## config.mk

```make
export PLATFORM = sky130hd
export DESIGN_NAME = irq_pending_reg
export DESIGN_NICKNAME = d
export VERILOG_FILES = /design/src/rtl/irq_pending_reg.sv
export SDC_FILE = /design/constraint.sdc
export NUM_CORES = 1
export LEC_CHECK = 0
export BUFFER_PORTS_ARGS = -buffer_cell sky130_fd_sc_hd__buf_2
export CAP_MARGIN = 40
export CORE_ASPECT_RATIO = 2
export CORE_MARGIN = 4
export CORE_UTILIZATION = 40
export DETAILED_ROUTE_END_ITERATION = 8
export GPL_ROUTABILITY_DRIVEN = 0
export PLACE_DENSITY = 0.67
export SYNTH_ARGS = -nofsm -noshare
export SYNTH_HDL_FRONTEND = slang
export SYNTH_SLANG_ARGS = --single-unit
```

## constraint.sdc

```tcl
create_clock -name clk -period 2.4 [get_ports clk]
set_input_delay 0 -clock clk [delete_from_list [all_inputs] [get_ports clk]]
set_output_delay 0 -clock clk [all_outputs]
set_load 0.03 [all_outputs]
```

## src/rtl/irq_pending_reg.sv

```systemverilog
// irq_pending_reg: rising-edge capture of 8 request lines into sticky, maskable pending bits
// with per-line overflow flags. Define IRQ_SYNC_EN to add a 2-flop synchronizer on req_in.
module irq_pending_reg (
   input  logic       clk,
   input  logic       rst_n,
   input  logic [7:0] req_in,
   input  logic       mask_we,
   input  logic [7:0] mask_in,
   input  logic       ack,
   input  logic [2:0] ack_idx,
   output logic [7:0] pend_out,
   output logic       any_pend,
   output logic [3:0] pend_cnt,
   output logic [7:0] ovf_out
);
   localparam int unsigned NL = 8;
   localparam int unsigned CW = 4;

   logic [NL-1:0] req_s;
   logic [NL-1:0] req_q;
   logic [NL-1:0] pending;
   logic [NL-1:0] mask;
   logic [NL-1:0] ovf;
   logic [NL-1:0] rise;
   logic [NL-1:0] ack_vec;
   logic [NL-1:0] ack_clr;
   logic [NL-1:0] ovf_set;
   logic [NL-1:0] pending_nxt;
   logic [NL-1:0] ovf_nxt;

`ifdef IRQ_SYNC_EN
   logic [NL-1:0] sync_1;
   logic [NL-1:0] sync_2;

   always_ff @(posedge clk or negedge rst_n) begin
      if (!rst_n) begin
         sync_1 <= '0;
         sync_2 <= '0;
      end else begin
         sync_1 <= req_in;
         sync_2 <= sync_1;
      end
   end

   assign req_s = sync_2;
`else
   assign req_s = req_in;
`endif

   // A new event beats a same-cycle ack of its line; ack only takes effect without an edge.
   always_comb begin
      rise        = req_s & ~req_q;
      ack_vec     = ack ? (NL'(1) << ack_idx) : '0;
      ack_clr     = ack_vec & ~rise;
      ovf_set     = rise & pending & ~ack_vec;
      pending_nxt = (pending | rise) & ~ack_clr;
      ovf_nxt     = (ovf | ovf_set) & ~ack_clr;
   end

   always_ff @(posedge clk or negedge rst_n) begin
      if (!rst_n) begin
         req_q   <= '0;
         pending <= '0;
         mask    <= '0;
         ovf     <= '0;
      end else begin
         req_q   <= req_s;
         pending <= pending_nxt;
         ovf     <= ovf_nxt;
         if (mask_we) begin
            mask <= mask_in;
         end
      end
   end

   assign pend_out = pending & mask;
   assign any_pend = |pend_out;
   assign ovf_out  = ovf;

   always_comb begin
      pend_cnt = '0;
      for (int i = 0; i < NL; i++) begin
         pend_cnt = pend_cnt + CW'(pend_out[i]);
      end
   end
endmodule

```

# ---- Word level (Yosys, flattened, before mapping)
# Cells that the tools add are included.
dict set report word_totals {
  output_inout_bits 21
  in_bits 23
  word_cells 27
  register_bits 32
}
dict set report classes {
  addsub 7
  n_shift 1
  mux 1
  n_bitwise 13
  n_reduce_logical 1
}
# operator count
set ops {}
lappend ops {{$and A8 B8 Y8} 7}
lappend ops {{$not A8 Y8} 4}
lappend ops {{$add A4 B1 Y4} 4}
lappend ops {{$or A8 B8 Y8} 2}
lappend ops {{$mux W8} 1}
lappend ops {{$reduce_or A8 Y1} 1}
lappend ops {{$shl A1 B3 Y8 const A} 1}
lappend ops {{$add A3 B1 Y4} 1}
lappend ops {{$add A2 B1 Y3} 1}
lappend ops {{$add A1 B1 Y2} 1}

# ---- Depth between registers and ports, before layout
# Gate-level depths: netlist of run 1.
dict set report depth {
  depth_word 8
  depth_mapped 11
  mapped_depth_nobuf 11
}

# ---- Worst setup path after synthesis of run 1
# OpenSTA, ideal clock, no wires.
dict set report synth_timing {
  kind {register -> output}
  from {reg pending[3]}
  to {out pend_cnt[2]}
  slack_ns -0.891
  n_path_buf 0
  arrival_time_ns 3.291
  path_stages_with_launch 11
  required_ns 2.400
  cell_sequence {dfrtp_1 > and2_1 > fa_1 > inv_1 > fa_1 > inv_1 > fa_1 > ha_1 > inv_1 > fa_1 > xnor2_1}
}
dict set report synth_between {
  elab_chain_len 6
}
# element line_no
set synth_lines {}
lappend synth_lines {{start, declared} 21} ;# logic [NL-1:0] pending;
lappend synth_lines {{start signal, assigned} 68} ;# pending <= pending_nxt;
lappend synth_lines {{$and A8 B8 Y8} 76} ;# assign pend_out = pending & mask;
lappend synth_lines {{named net pend_out[3]} 11} ;# output logic [7:0] pend_out,
lappend synth_lines {{$add A3 B1 Y4} 83} ;# pend_cnt = pend_cnt + CW'(pend_out[i]);
lappend synth_lines {{$add A4 B1 Y4 (4 in a row)} 83}
lappend synth_lines {{end, declared} 13} ;# output logic [3:0] pend_cnt,
# The timed path passes the listed nets, and every way through them passes these cells.

# ---- Worst setup path in the final report of run 1
dict set report layout_timing {
  from {reg pending[1]}
  to {out pend_cnt[2]}
}
dict set report layout_between {
  elab_chain_len 8
}
# element line_no
set layout_lines {}
lappend layout_lines {{$and A8 B8 Y8} 76}
lappend layout_lines {{$add A1 B1 Y2} 83}
lappend layout_lines {{$add A2 B1 Y3} 83}
lappend layout_lines {{$add A3 B1 Y4} 83}
lappend layout_lines {{$add A4 B1 Y4 (4 in a row)} 83}
# No other way between the ends.

==> results of run 1 <==
## power by group
group | switching [uW] | internal [uW] | total, uW
logic | 465 | 384 | 849
clock network | 194 | 228 | 422
registers | 27.3 | 590 | 617
## state kept, by name, summed over array words and instances (netlist names)
signal,flops
req_q,8
ovf_out,8
mask,8
pending,8
## area by class of cell
cell class | instances | area, sq um | area share
clock inverter | 2 | 10.0 | 0.00466
sequential | 32 | 801 | 0.373
timing repair buffer | 68 | 470 | 0.219
tap | 48 | 60.1 | 0.0280
inverter | 11 | 43.8 | 0.0204
multi-input combinational | 80 | 678 | 0.316
clock buffer | 6 | 82.6 | 0.0385
## layer usage
layer | up-vias | part of all wire
met4 | 0 | 0.030
met3 | 8 | 0.057
met5 | - | 0
li1 | 560 | -
met1 | 561 | 0.37
met2 | 39 | 0.54
## cells by family after synthesis
group,after synthesis
and+or+nand+nor,52
DFF,32
buffers and inverters,12
adders and majority gates,8
AOI/OAI and AO/OA,11
muxes,8
xor gates and xnor gates,1
## cells in the final DEF (no fill, tap or decap), types with 4 or more instances in the layout
cell and n:
buf_2 39, dfrtp_1 32, nand2_1 19, dlygate4sd3_1 17, nand2b_1 12, inv_1 8, mux2_2 8, buf_4 8
clkbuf_8 6, o2bb2ai_1 5, nand4b_1 4, buf_6 4
## through the flow
step	total power, uW	hold slack [ns]
floorplan	1100	-0.296
global placement	1250	0.0665
detailed placement	1290	0.0987
CTS	1860	0.126
global route	1990	0.146
finish	1890	0.131
## cell usage after synthesis, drive strengths merged
cell     count  area share
fa           4       0.055
dfrtp       32        0.55
and2         5       0.021
inv         11       0.028
clkbuf       1      0.0026
ha           4       0.034
xnor2        1      0.0060
nand4        1      0.0043
nor3         1      0.0034
nand4bb      2       0.015
or4b         1      0.0068
or2b         1      0.0060
nand4b       4       0.024
o21ai        3       0.010
nand2       20       0.051
or4bb        1      0.0077
o2bb2ai      6       0.040
mux2         8       0.061
a21oi        2      0.0068
nor2b        2      0.0085
nand2b      13       0.060
nor2         1      0.0026
## worst paths after layout
path / start / endpoint / slack (ns) / cells after the start
max: pending[1] / pend_cnt[2] / -0.93 / 12
min reg2reg: ovf_out[2] / ovf_out[2] / 0.49 / 1
min in group asynchronous: rst_n / pending[6] / 0.30 / 2
max in group asynchronous: rst_n / ovf_out[4] / 1.65 / 2
max reg2reg: req_q[0] / ovf_out[0] / 1.47 / 3
min: mask_we / mask[3] / 0.13 / 2
## what timing repair did
item	in CTS	in global routing
hold buffers	17	0
pin swaps	1	1
buffers inserted	2	3
setup endpoints to repair	4	4
resized for setup	9	5
cloned	0	0
endpoints found under the hold margin	54	0
==> results.yml, run 1 <==
run_status:
  status: "finished with violations"
  failed_checks: "negative setup slack"
placed_design:
  dp_cells: 217
  hpwlAfterDp_mm: 2.60
  dpl_worst_slack_ns: -0.703
  placed_area_sq_mm: 0.00180
  portBuffers: 43
yosys:
  yosys-mux-area-fraction: 0.0613
  synth_top_family_by_area: "simple AND/OR/NAND/NOR gates"
  ys_seq_area_frac: 0.545
  synth_area_per_cell_sq_um: 11.8
  ys_ff_latch: 32
  synth_nets: 155
  synth.distinct_cells: 25
  ys_warn_count: 0
  yosys.area_share.simple: 0.211
  synth_compound_area_frac: 0.0571
  synth_area_sq_mm: 0.00147
  syn_inst: 124
  synth-xor-area-share: 0.00596
  synthAdderAreaFrac: 0.0886
layout:
  drive_gt1_frac: 0.407
  finalNetCount: 229
  finalNonFillerCells: 247
  final_area_sq_mm: 0.00215
  syn_to_final_growth_pct: 46.1
  fillers: 301
  utilization: 0.621
  n_antenna_cell: 0
power_and_ir_drop:
  power_density_mw_per_mm2: 880
  p_leak_uw: 0.00101
  irDropWorstVdd_mv: 0.528
floorplanning:
  rows: 30
  io_pins: 44
  core-area_sq_mm: 0.00345
  die_width_um: 50.9
  initial_utilization: 0.425
  die_y_um: 93.7
  dieArea_sq_mm: 0.00476
clock_tree:
  clkTransAtPathRegs_ns: 0.07
  clk_latency_ns: 0.28
  cts_tree: "built"
  clockBufferDepth: 2
  htree_levels: 2
  cts_made_buffers: 5
  cts_root_buf: "clkbuf_8"
  clock_sinks: 32
timing:
  fin_skew_ns: 0.00664
  slew_headroom: 0.530
  final.period_utilization: 1.39
  worstMarginPinSlew_ns: 0.705
  min_period_ns: 3.33
  setup_violations: 4
  tns_ns: -2.90
  rsz0062_at_grt: "true"
  setup_ws_ns: -0.933
  slew_viol_final: 0
  hold_violations: 0
  max_freq_ghz: 0.300
global_route:
  grt_overflow: 0
  grt_antenna_before_repair: 0
  grtUsageMet3: 0.0413
  busiest_layer: "met2"
  grt_first_pass_wirelength_mm: 5.53
  grt_usage: 0.157
  grt_max_degree: 33
  use_met2: 0.278
  globalRouteMet1Util: 0.161
  grt_pass1_vias: 1231
route:
  dr.pass1.iters: 4
  wl_per_cell_um: 13.7
  drt-initial-drc-count: 8
  drc_errors: 0
  antenna_left: 0
  dr_total_vias: 1168
  post_drt_via_cell_ratio: 4.73
  routed_wl_mm: 3.39
critical_path:
  slowest_stage: "fa_1"
  path_cells: "nand2_2 > inv_4 > fa_1 > inv_1 > fa_1 > inv_1 > fa_1 > ha_4 > inv_2 > fa_2 > xnor2_4 > buf_6"
  max_stage_delay_ns: 0.53
  crit_fanout: 2
  path_buf_inv: 5
  cp.required_ns: 2.40
  crit_type: "reg -> out"
  path_delay_family: "adder cells"
  crit_path_end_kind: "output port"
  cp-start-kind: "register"
  cp_data_arrival_time_ns: 3.33
  cp_common_cell: "fa_1"
job:
  maxCapViolCount: 0
worst_hold_path:
  hold_class: "in -> reg"
(Power assumes the default switching activity.)
==> run 2: changes to the inputs <==
- MAX_ROUTING_LAYER: unset -> met4
==> run 2 against run 1 <==
Compared with the run above:
- the run still ends with negative setup slack left
- total power about the same
- die area unchanged
- via count up 0.34%
- critical path type unchanged
==> results.yml, run 2 (synthesis gave the netlist of run 1 again) <==
floorplanning:
  initial_utilization: 0.425
  core-area_sq_mm: 0.00345
  die_y_um: 93.7
  rows: 30
  dieArea_sq_mm: 0.00476
  io_pins: 44
  die_width_um: 50.9
layout:
  regArea_sq_um: 801
  multiInputGateArea_sq_um: 678
  n_antenna_cell: 0
  drive_gt1_frac: 0.407
  layout_common_cells: "buf_2, dfrtp_1, nand2_1, dlygate4sd3_1, nand2b_1"
  final_common_cell: "buf_2"
  syn_to_final_growth_pct: 46.1
  finalNetCount: 229
  fillers: 301
power_and_ir_drop:
  p_sw_uw: 686
  power_density_mw_per_mm2: 880
  p_int_uw: 1200
  irDropWorstVdd_mv: 0.528
  seq_power_share: 0.327
  switching_share: 0.363
  p_comb_frac: 0.450
  power_uw: 1890
  p_leak_uw: 0.00101
  pwr-share-clk: 0.224
clock_tree:
  cts_root_buf: "clkbuf_8"
  cts_made_buffers: 5
  clockBufferDepth: 2
  cts_tree: "built"
  clock_sinks: 32
  htree_levels: 2
  clk_latency_ns: 0.28
  clkTransAtPathRegs_ns: 0.07
timing:
  max_freq_ghz: 0.300
  timing.hold.ws_ns: 0.131
  hold_violations: 0
  tns_ns: -2.90
  final.period_utilization: 1.39
  setup_ws_ns: -0.933
  min_period_ns: 3.33
  setup_violations: 4
  slew_viol_final: 0
  fin_skew_ns: 0.00666
  rsz0062_at_grt: "true"
  worstMarginPinSlew_ns: 0.710
  slew_headroom: 0.527
global_route:
  grt_usage: 0.161
  busiest_layer: "met2"
  grtUsageMet3: 0.0413
  use_met2: 0.279
  grt_first_pass_wirelength_mm: 5.51
  globalRouteMet1Util: 0.158
  grt_max_degree: 33
  grt_antenna_before_repair: 0
  grt_pass1_vias: 1232
  grt_overflow: 0
critical_path:
  path_cells: "nand2_2 > inv_4 > fa_1 > inv_1 > fa_1 > inv_1 > fa_1 > ha_4 > inv_2 > fa_2 > xnor2_4 > buf_6"
  r2r_setup_slack_ns: 1.47
  crit_path_end_kind: "output port"
  crit_type: "reg -> out"
  r2r_start: "req_q[0]"
  cp.required_ns: 2.40
  crit_fanout: 2
  cp_data_arrival_time_ns: 3.33
  startpoint: "pending[1]"
  cp_common_cell: "fa_1"
  slowest_stage: "fa_1"
  cp-start-kind: "register"
  max_stage_delay_ns: 0.53
job:
  maxCapViolCount: 0
route:
  post_drt_via_cell_ratio: 4.74
  drt-initial-drc-count: 10
  wl_per_cell_um: 13.7
  dr_total_vias: 1172
  dr.pass1.iters: 4
  drc_errors: 0
  antenna_left: 0
  routed_wl_mm: 3.40
worst_hold_path:
  hold_class: "in -> reg"
  worstHoldStart: "mask_we"
placed_design:
  dpl_worst_slack_ns: -0.703
  portBuffers: 43
  hpwlAfterDp_mm: 2.60
run_status:
  status: "finished with violations"
  failed_checks: "negative setup slack"
run 2: cell counts in the layout (fill, tap and decap cells not counted):
No cell type changed its count.
run 2: power by group through the flow:
stage               combinational (uW)  clock, uW  sequential, uW
floorplan                          447          0             655
global placement                   625          0             624
detailed placement                 666          0             628
CTS                                803        438             618
global route                       906        462             623
finish                             850        422             617
run 2: layer usage:
metal / share of wire / up-vias / wire length (um)
met5: 0 / - / 0
met4: 0.030 / 0 / 101
met3: 0.058 / 8 / 196
met2: 0.55 / 41 / 1860
met1: 0.36 / 564 / 1240
li1: - / 559 / -
run 2: critical path, delay by kind of cell, from the launching register on:
family / cells / cell delay (ns)
AND/OR/NAND/NOR: 1 / 0.11
adder cells (fa/ha/maj): 5 / 2.04
flip-flops: 1 / 0.39
XOR/XNOR: 1 / 0.18
buffers and inverters: 5 / 0.33
run 2: repair_timing:
item / CTS / global route
setup buffers: 2 / 3
hold buffers: 17 / 0
gates resized for setup: 9 / 5
setup endpoints to repair: 4 / 4
pin swaps: 1 / 1
endpoints found under the hold margin: 54 / 0
run 2: cell type report:
class                   count  area share
clock inverters             2     0.00466
clock buffers               6      0.0385
well taps                  48      0.0280
multi-input cells          80       0.316
flip-flops and latches     32       0.373
repair buffers             68       0.219
inverters                  11      0.0204
run 2: path summary, 6_finish.rpt:
path / end / cells after the start
max: pend_cnt[2] / 12
min: mask[3] / 2
max reg2reg: ovf_out[0] / 3
min reg2reg: ovf_out[2] / 1
max in group asynchronous: ovf_out[4] / 2
min in group asynchronous: pending[6] / 2
run 2: per-stage QoR:
| stage | utilization | area [sq um] | std cells |
|---|---|---|---|
| after floorplan | - | 1500 | 124 |
| after detailed placement | 0.520 | 1800 | 217 |
| final | 0.621 | 2150 | 247 |
| after global routing | 0.621 | 2150 | 247 |
| after global placement | 0.520 | 1800 | 217 |
| after CTS | 0.610 | 2110 | 244 |
==> run 3: changes to the inputs <==
- CORE_ASPECT_RATIO: 2 -> 0.7
- TNS_END_PERCENT: unset -> 100
==> run 3 against run 2 <==
Compared with the run above:
- the run still ends with negative setup slack left
- sequential share of layout area decreased by 0.60 points
- register-to-register slack lost 0.02 ns
- clock skew down 0.0016 ns
- highest routed layer unchanged
==> results.yml, run 3 (synthesis gave the netlist of run 1 again) <==
clock_tree:
  clock_sinks: 32
  cts_root_buf: "clkbuf_8"
  cts_made_buffers: 5
  htree_levels: 2
  clk_latency_ns: 0.29
  clkTransAtPathRegs_ns: 0.06
  cts_tree: "built"
  clockBufferDepth: 2
floorplanning:
  dieArea_sq_mm: 0.00472
  die_y_um: 58.7
  die_width_um: 80.4
  io_pins: 44
  rows: 18
  initial_utilization: 0.415
  core-area_sq_mm: 0.00354
critical_path:
  slowest_stage: "fa_2"
  crit_fanout: 2
  cp_data_arrival_time_ns: 3.34
  r2r_setup_slack_ns: 1.45
  crit_path_end_kind: "output port"
  path_cells: "and2_4 > fa_1 > inv_1 > fa_1 > inv_1 > fa_2 > ha_4 > inv_2 > fa_2 > xnor2_4 > buf_6"
  max_stage_delay_ns: 0.56
  crit_type: "reg -> out"
  cp.required_ns: 2.40
  cp-start-kind: "register"
layout:
  drive_gt1_frac: 0.416
  layout_common_cells: "buf_2, dfrtp_1, nand2_1, dlygate4sd3_1, nand2b_1"
  syn_to_final_growth_pct: 48.5
  finalNetCount: 232
  utilization: 0.617
  final_common_cell: "buf_2"
  n_antenna_cell: 0
power_and_ir_drop:
  irDropWorstVdd_mv: 0.524
  p_leak_uw: 0.00102
  power_density_mw_per_mm2: 900
timing:
  setup_ws_ns: -0.944
  slew_viol_final: 0
  min_period_ns: 3.34
  fin_skew_ns: 0.00509
  worstMarginPinSlew_ns: 0.692
  rsz0062_at_grt: "true"
  max_freq_ghz: 0.299
  final.period_utilization: 1.39
  setup_violations: 4
  hold_violations: 0
  slew_headroom: 0.538
route:
  wl_per_cell_um: 12.9
  drt-initial-drc-count: 63
  antenna_left: 0
  dr_total_vias: 1149
  post_drt_via_cell_ratio: 4.56
  dr.pass1.iters: 4
  routed_wl_mm: 3.25
  drc_errors: 0
worst_hold_path:
  hold_class: "in -> reg"
global_route:
  grt_overflow: 0
  grt_antenna_before_repair: 0
  grt_max_degree: 33
  grt_first_pass_wirelength_mm: 5.29
  grt_pass1_vias: 1124
  grt_usage: 0.157
placed_design:
  dpl_worst_slack_ns: -0.703
  portBuffers: 43
  hpwlAfterDp_mm: 2.38
job:
  maxCapViolCount: 0
run_status:
  status: "finished with violations"
  failed_checks: "negative setup slack"
## run 3: cell types whose count changed in the layout (fill, tap and decap cells not counted), sizes merged
cell,before,now
buf,51,54
bufinv,0,1
clkinv,2,1
## run 3: where the power goes
group          internal, uW  switching [uW]
clock network           308             194
logic                   389             454
registers               590            27.2
total                  1290             676
## run 3: cell type report
cell class / count / area (sq um)
clock buffer: 6 / 72.6
fill: 297 / 1360
tap: 50 / 62.6
inverter: 11 / 43.8
sequential: 32 / 801
multi-input combinational: 80 / 673
timing repair buffer: 71 / 493
clock inverter: 2 / 35.0
## run 3: metrics by stage
step | setup TNS (ns) | total power, uW | cell area (sq um) | cells | hold WS [ns]
after global placement | -1.39 | 1260 | 1820 | 222 | 0.0786
after floorplan | -1.27 | 1100 | 1500 | 124 | -0.296
after global routing | -3.34 | 2070 | 2180 | 252 | 0.144
after detailed placement | -1.84 | 1290 | 1820 | 222 | 0.0836
final | -2.88 | 1960 | 2180 | 252 | 0.128
after CTS | -2.82 | 1950 | 2170 | 250 | 0.116
## run 3: layer usage
metal | share of wire | global-route usage | wire length [um]
met1 | 0.46 | 0.197 | 1500
met2 | 0.44 | 0.233 | 1440
met3 | 0.069 | 0.0428 | 223
met4 | 0.027 | 0.0819 | 87
met5 | 0 | - | 0
## run 3: timing repair
action,4_1_cts,5_1_grt
buffers inserted,3,2
endpoints found under the hold margin,54,0
resized for setup,13,0
hold buffers,17,0
setup endpoints to repair,4,4
## run 3: final timing paths
check	from	cells after the start	endpoint
max	pending[3]	11	pend_cnt[2]
min	ack_idx[1]	4	pending[2]
max reg2reg	req_q[0]	3	ovf_out[0]
min reg2reg	ovf_out[1]	1	ovf_out[1]
max in group asynchronous	rst_n	2	ovf_out[2]
min in group asynchronous	rst_n	2	req_q[4]
## run 3: worst max-delay path, delay by kind of cell (launching register included)
family	cells	cell delay [ns]
adder cells (fa/ha/maj)	5	2.04
flip-flops	1	0.38
buffers and inverters	4	0.30
XOR/XNOR	1	0.18
AND/OR/NAND/NOR	1	0.17
